==> src/rtl/elevator_motion_ctrl.sv <==
// Cabin motion and door controller: walks the cabin floor by floor toward the
// arbiter's target, opens the door at requested floors and keeps sweep direction.
module elevator_motion_ctrl #(
  parameter int unsigned FLOORS_NUM          = 5,
  parameter int unsigned FLOOR_TRAVEL_CYCLES = 8,
  parameter int unsigned DOOR_OPEN_CYCLES    = 4,
  localparam int unsigned FW                 = $clog2(FLOORS_NUM)
) (
  input  logic                  clk,
  input  logic                  rst,
  input  logic [FW-1:0]         req_floor,
  input  logic [FLOORS_NUM-1:0] req_vec,
  input  logic                  door_hold,
  output logic [FW-1:0]         curr_floor,
  output logic                  up,
  output logic                  down,
  output logic [FLOORS_NUM-1:0] request_done,
  output logic                  door_open,
  output logic                  moving
);

  localparam int unsigned TW = $clog2(FLOOR_TRAVEL_CYCLES + 1);
  localparam int unsigned DW = $clog2(DOOR_OPEN_CYCLES + 1);

  localparam logic [FW:0]             FloorsNum = (FW + 1)'(FLOORS_NUM);
  localparam logic [FW-1:0]           TopFloor  = FW'(FLOORS_NUM - 1);
  localparam logic [TW-1:0]           TravLast  = TW'(FLOOR_TRAVEL_CYCLES - 1);
  localparam logic [DW-1:0]           DwellLast = DW'(DOOR_OPEN_CYCLES - 1);
  localparam logic [FLOORS_NUM-1:0]   OneHot0   = FLOORS_NUM'(1);

  localparam logic [1:0] StIdle     = 2'd0;
  localparam logic [1:0] StMoveUp   = 2'd1;
  localparam logic [1:0] StMoveDown = 2'd2;
  localparam logic [1:0] StDoorOpen = 2'd3;

  logic [1:0]            state_q, state_d;
  logic [FW-1:0]         floor_q, floor_d;
  logic                  up_q, up_d;
  logic                  down_q, down_d;
  logic                  door_q, door_d;
  logic                  moving_q, moving_d;
  logic [FLOORS_NUM-1:0] done_q, done_d;
  logic [TW-1:0]         trav_q, trav_d;
  logic [DW-1:0]         dwell_q, dwell_d;

  logic [FW-1:0] tgt;
  logic [FW-1:0] nf;
  logic          beyond;

  // Out-of-range targets collapse to the current floor, i.e. "no move".
  assign tgt = ({1'b0, req_floor} < FloorsNum) ? req_floor : floor_q;

  always_comb begin
    nf = floor_q;
    if (state_q == StMoveUp) begin
      nf = (floor_q == TopFloor) ? floor_q : floor_q + FW'(1);
    end else if (state_q == StMoveDown) begin
      nf = (floor_q == '0) ? floor_q : floor_q - FW'(1);
    end
  end

  assign beyond = (state_q == StMoveUp) ? (tgt > nf) : (tgt < nf);

  always_comb begin
    state_d  = state_q;
    floor_d  = floor_q;
    up_d     = up_q;
    down_d   = down_q;
    door_d   = door_q;
    moving_d = moving_q;
    done_d   = done_q;
    trav_d   = trav_q;
    dwell_d  = dwell_q;

    unique case (state_q)
      StIdle: begin
        up_d     = 1'b0;
        down_d   = 1'b0;
        door_d   = 1'b0;
        moving_d = 1'b0;
        done_d   = '0;
        if (req_vec[floor_q]) begin
          state_d = StDoorOpen;
          door_d  = 1'b1;
          done_d  = OneHot0 << floor_q;
          dwell_d = '0;
        end else if (tgt > floor_q) begin
          state_d  = StMoveUp;
          up_d     = 1'b1;
          moving_d = 1'b1;
          trav_d   = '0;
        end else if (tgt < floor_q) begin
          state_d  = StMoveDown;
          down_d   = 1'b1;
          moving_d = 1'b1;
          trav_d   = '0;
        end
      end

      StMoveUp, StMoveDown: begin
        if (trav_q == TravLast) begin
          trav_d  = '0;
          floor_d = nf;
          if (req_vec[nf]) begin
            // Direction flags are kept so the arbiter continues this sweep.
            state_d  = StDoorOpen;
            door_d   = 1'b1;
            moving_d = 1'b0;
            done_d   = OneHot0 << nf;
            dwell_d  = '0;
          end else if (!beyond) begin
            state_d  = StIdle;
            up_d     = 1'b0;
            down_d   = 1'b0;
            moving_d = 1'b0;
          end
        end else begin
          trav_d = trav_q + TW'(1);
        end
      end

      StDoorOpen: begin
        if (door_hold) begin
          dwell_d = '0;
        end else if (dwell_q == DwellLast) begin
          dwell_d = '0;
          door_d  = 1'b0;
          done_d  = '0;
          trav_d  = '0;
          if (tgt > floor_q) begin
            state_d  = StMoveUp;
            up_d     = 1'b1;
            down_d   = 1'b0;
            moving_d = 1'b1;
          end else if (tgt < floor_q) begin
            state_d  = StMoveDown;
            up_d     = 1'b0;
            down_d   = 1'b1;
            moving_d = 1'b1;
          end else begin
            state_d = StIdle;
            up_d    = 1'b0;
            down_d  = 1'b0;
          end
        end else begin
          dwell_d = dwell_q + DW'(1);
        end
      end

      default: state_d = StIdle;
    endcase
  end

  always_ff @(posedge clk or posedge rst) begin
    if (rst) begin
      state_q  <= StIdle;
      floor_q  <= '0;
      up_q     <= 1'b0;
      down_q   <= 1'b0;
      door_q   <= 1'b0;
      moving_q <= 1'b0;
      done_q   <= '0;
      trav_q   <= '0;
      dwell_q  <= '0;
    end else begin
      state_q  <= state_d;
      floor_q  <= floor_d;
      up_q     <= up_d;
      down_q   <= down_d;
      door_q   <= door_d;
      moving_q <= moving_d;
      done_q   <= done_d;
      trav_q   <= trav_d;
      dwell_q  <= dwell_d;
    end
  end

  assign curr_floor   = floor_q;
  assign up           = up_q;
  assign down         = down_q;
  assign door_open    = door_q;
  assign moving       = moving_q;
  assign request_done = done_q;

endmodule

==> config.mk <==
export PLATFORM = sky130hd
export DESIGN_NAME = elevator_motion_ctrl
export DESIGN_NICKNAME = d
export VERILOG_FILES = /design/src/rtl/elevator_motion_ctrl.sv
export SDC_FILE = /design/constraint.sdc
export NUM_CORES = 1
export LEC_CHECK = 0
export CAP_MARGIN = 40
export CORE_MARGIN = 4
export CORE_UTILIZATION = 40
export CTS_CLUSTER_SIZE = 16
export DETAILED_ROUTE_END_ITERATION = 16
export SLEW_MARGIN = 20
export SYNTH_ARGS = -nofsm -noshare
export SYNTH_HDL_FRONTEND = slang
export SYNTH_SLANG_ARGS = --single-unit
==> constraint.sdc <==
create_clock -name clk -period 6.05 [get_ports clk]
set_input_delay 1.5125 -clock clk [delete_from_list [all_inputs] [get_ports clk]]
set_output_delay 1.5125 -clock clk [all_outputs]
set_load 0.1 [all_outputs]
==> impl_metrics.env <==
export IMPL_slowest_stage="clkdlybuf4s50_1"
export IMPL_mostFrequentLayoutCell="clkdlybuf4s50_1"
export IMPL_r2r_end="up"
export IMPL_finalWeightedCongestion=0.795
export IMPL_cp_end_kind="register"
export IMPL_drive_gt1_share_pct=17.7
export IMPL_nFillCells=436
export IMPL_syn_nets=237
export IMPL_synth_cell_types=58
export IMPL_via_count=1654
export IMPL_crit_type="in2reg"
export IMPL_post_cts_buffers=0
export IMPL_route_final_wire_length_mm=4.41
export IMPL_worst_pin_slew_ns=0.639
export IMPL_pre_cts_ws_ns=1.80
export IMPL_drc=0
export IMPL_htree_levels=1
export IMPL_insertion_delay_ns=0.26
export IMPL_hp_class="reg2reg"
export IMPL_final_setup_worst_slack_ns=2.08
export IMPL_irDropWorstVdd_v=0.000212
export IMPL_post_dp_hpwl_mm=3.49
export IMPL_outcome="completed"
export IMPL_path_depth=12
export IMPL_dieArea_um2=6180
export IMPL_ys_ff_latch=21
export IMPL_areaGrowthSynthToFinish_pct=25.4
export IMPL_grt_setup_unrepaired="no"
export IMPL_min_from="dwell_q[2]"
export IMPL_setup_tns_ns=0
export IMPL_synth_flop_cell="dfrtp_1"
export IMPL_avgSynthCellArea_um2=9.54
export IMPL_die_h_um=78.6
export IMPL_grt_pass1_wl_mm=7.68
export IMPL_cts_tree="yes"
export IMPL_critical_path_top_delay_family="compound AO/OA/AOI/OAI gates"
export IMPL_min_to="dwell_q[2]"
export IMPL_power_per_cell_area_nw_per_um2=443
export IMPL_synth_seq_area_share_pct=26.4
export IMPL_synthArstFlopShare_pct=100
export IMPL_setup_viol=0
export IMPL_cp_required_ns=6.20
export IMPL_track_usage_pct=15.3
export IMPL_syn_inst=209
export IMPL_crit_chain="clkdlybuf4s50_1 -> a21oi_1 -> a21oi_1 -> ha_1 -> nor2b_1 -> o21ai_0 -> nand2b_1 -> nand2b_1 -> nand2_1 -> a21boi_1 -> nand2_1 -> a32o_1"
export IMPL_relSlewSlack_pct=57.4
export IMPL_portBuffers=22
export IMPL_synth_edf_count=0
export IMPL_cts_root_buf="clkbuf_8"
export IMPL_diodes=0
export IMPL_die_w_um=78.6
export IMPL_cts_sinks=21
export IMPL_start_util_pct=41.6
export IMPL_fin_crit_sh_pct=65.6
export IMPL_cap_violations=0
export IMPL_cts_buffers=3
export IMPL_antenna_left=0
export IMPL_regToRegSetupSlack_ns=2.44
export IMPL_cpPeakStageDelay_ns=0.54
export IMPL_worstPathMaxFanout=7
export IMPL_wl_per_cell_um=14.2
export IMPL_yosys_warnings=0
export IMPL_holdBufCountCts=0
export IMPL_drt_iter0_markers=68
export IMPL_clk_pin_slew_ns=0.08
export IMPL_cts_max_path_buffers=2
export IMPL_reg2reg_from="curr_floor[0]"
export IMPL_reg2reg_depth=14
export IMPL_syn_area_um2=1990
export IMPL_worstPathArrival_ns=4.12
export IMPL_grt_antenna_before_repair=0
export IMPL_core_area_um2=4790
export IMPL_dr_pass1_iters=4
export IMPL_grt_max_degree=22
export IMPL_p_leak_nw=1.06
export IMPL_vias_per_cell=5.34
export IMPL_rows=25
export IMPL_worstHoldPathCells=1
export IMPL_final_cell_mix="22 x clkdlybuf4s50_1, 21 x dfrtp_1, 20 x nand2_1"
export IMPL_ctsResizeCount=0
export IMPL_overflow=0
export IMPL_nNetsFinal=272
export IMPL_drv_slew=0
export IMPL_grt_pass1_vias=1623
export IMPL_period_minus_slack_ns=3.97
export IMPL_critPathBufInv=1
export IMPL_fin_worst_skew_ns=0.00844
export IMPL_fmax_ghz=0.252
export IMPL_final_hold_viol_count=0
export IMPL_top_level_ports=23
export IMPL_startpoint_type="input pin"
## state kept, by name (all words and copies together) (netlist names)
signal	count
request_done	5
trav_q	4
curr_floor	3
dwell_q	3
state_q	2
door_open	1
down	1
moving	1
up	1
## metal layers
metal,track usage [%],up-vias,part of all wire (%)
met3,1.72,2,2.6
met5,0,-,0
met2,24.2,28,45
met1,22.5,790,52
met4,2.97,0,0.57
li1,-,834,-
## per-stage QoR
stage | instance area [um^2] | hold slack, ns | power, mW | cells | utilization, %
6_report | 2500 | 0.486 | 1.11 | 310 | 52.2
5_1_grt | 2500 | 0.519 | 1.19 | 310 | 52.2
4_1_cts | 2480 | 0.493 | 1.11 | 309 | 51.9
3_5_place_dp | 2440 | 0.475 | 1.02 | 305 | 51.0
3_3_place_gp | 2260 | 0.464 | 0.961 | 293 | 47.2
2_1_floorplan | 1990 | 0.449 | 0.822 | 209 | -
## synthesized netlist by cell type (4+ instances only)
cell type	instances	area share [%]
o21ai_0	10	2.5
o211ai_2	4	2.5
nand3b_1	4	1.5
a21oi_1	11	2.8
inv_1	13	2.4
mux2_1	8	4.5
nand2b_1	11	3.5
dfrtp_1	21	26
nand3_1	6	1.5
nor2b_1	5	1.6
ha_1	17	11
nor2_1	7	1.3
nand2_1	20	3.8
## how the worst max path moves through the flow
stage                             start   endpoint  slack, ns
after floorplan           curr_floor[0]       down       2.11
after global placement     req_floor[2]  trav_q[2]       1.90
after detailed placement   req_floor[2]  trav_q[3]       1.80
after CTS                  req_floor[2]  trav_q[3]       2.08
after global routing       req_floor[2]  trav_q[3]       1.78
final                      req_floor[2]  trav_q[3]       2.08
## worst reg2reg max path, delay by kind of cell, from the launching register on
family | cells | cell delay (ns)
AO/OA/AOI/OAI | 3 | 0.81
buffers and inverters | 4 | 0.62
flip-flops | 1 | 0.37
AND/OR/NAND/NOR | 3 | 0.65
adder cells (fa/ha/maj) | 2 | 0.67
multiplexers | 2 | 0.39
## power breakdown
part           leakage, nW  internal (mW)  switching (mW)
Sequential           0.281          0.180          0.0273
Combinational        0.752          0.320           0.490
Clock               0.0255         0.0458          0.0436
Total                 1.06          0.545           0.561
## kinds of logic (layout without fill, tap and decap cells)
family          Yosys count  after routing  synth area share (%)
buf+inv                  22             56                  5.46
simple gates             69             69                  20.7
xor+xnor                  2              2                 0.879
fa+ha+maj                17             17                  10.7
compound gates           64             64                  27.3
flops                    21             21                  26.4
mux                      14             14                  8.66
## cell type report
class | count | area, um^2 | area share, %
flip-flops and latches | 21 | 526 | 21.0
inverters | 16 | 62.6 | 2.50
well taps | 67 | 83.8 | 3.35
clock inverters | 1 | 5.00 | 0.200
multi-input cells | 166 | 1360 | 54.4
repair buffers | 36 | 423 | 16.9
clock buffers | 3 | 41.3 | 1.65
Note: power is estimated with default switching activity, not from simulation.
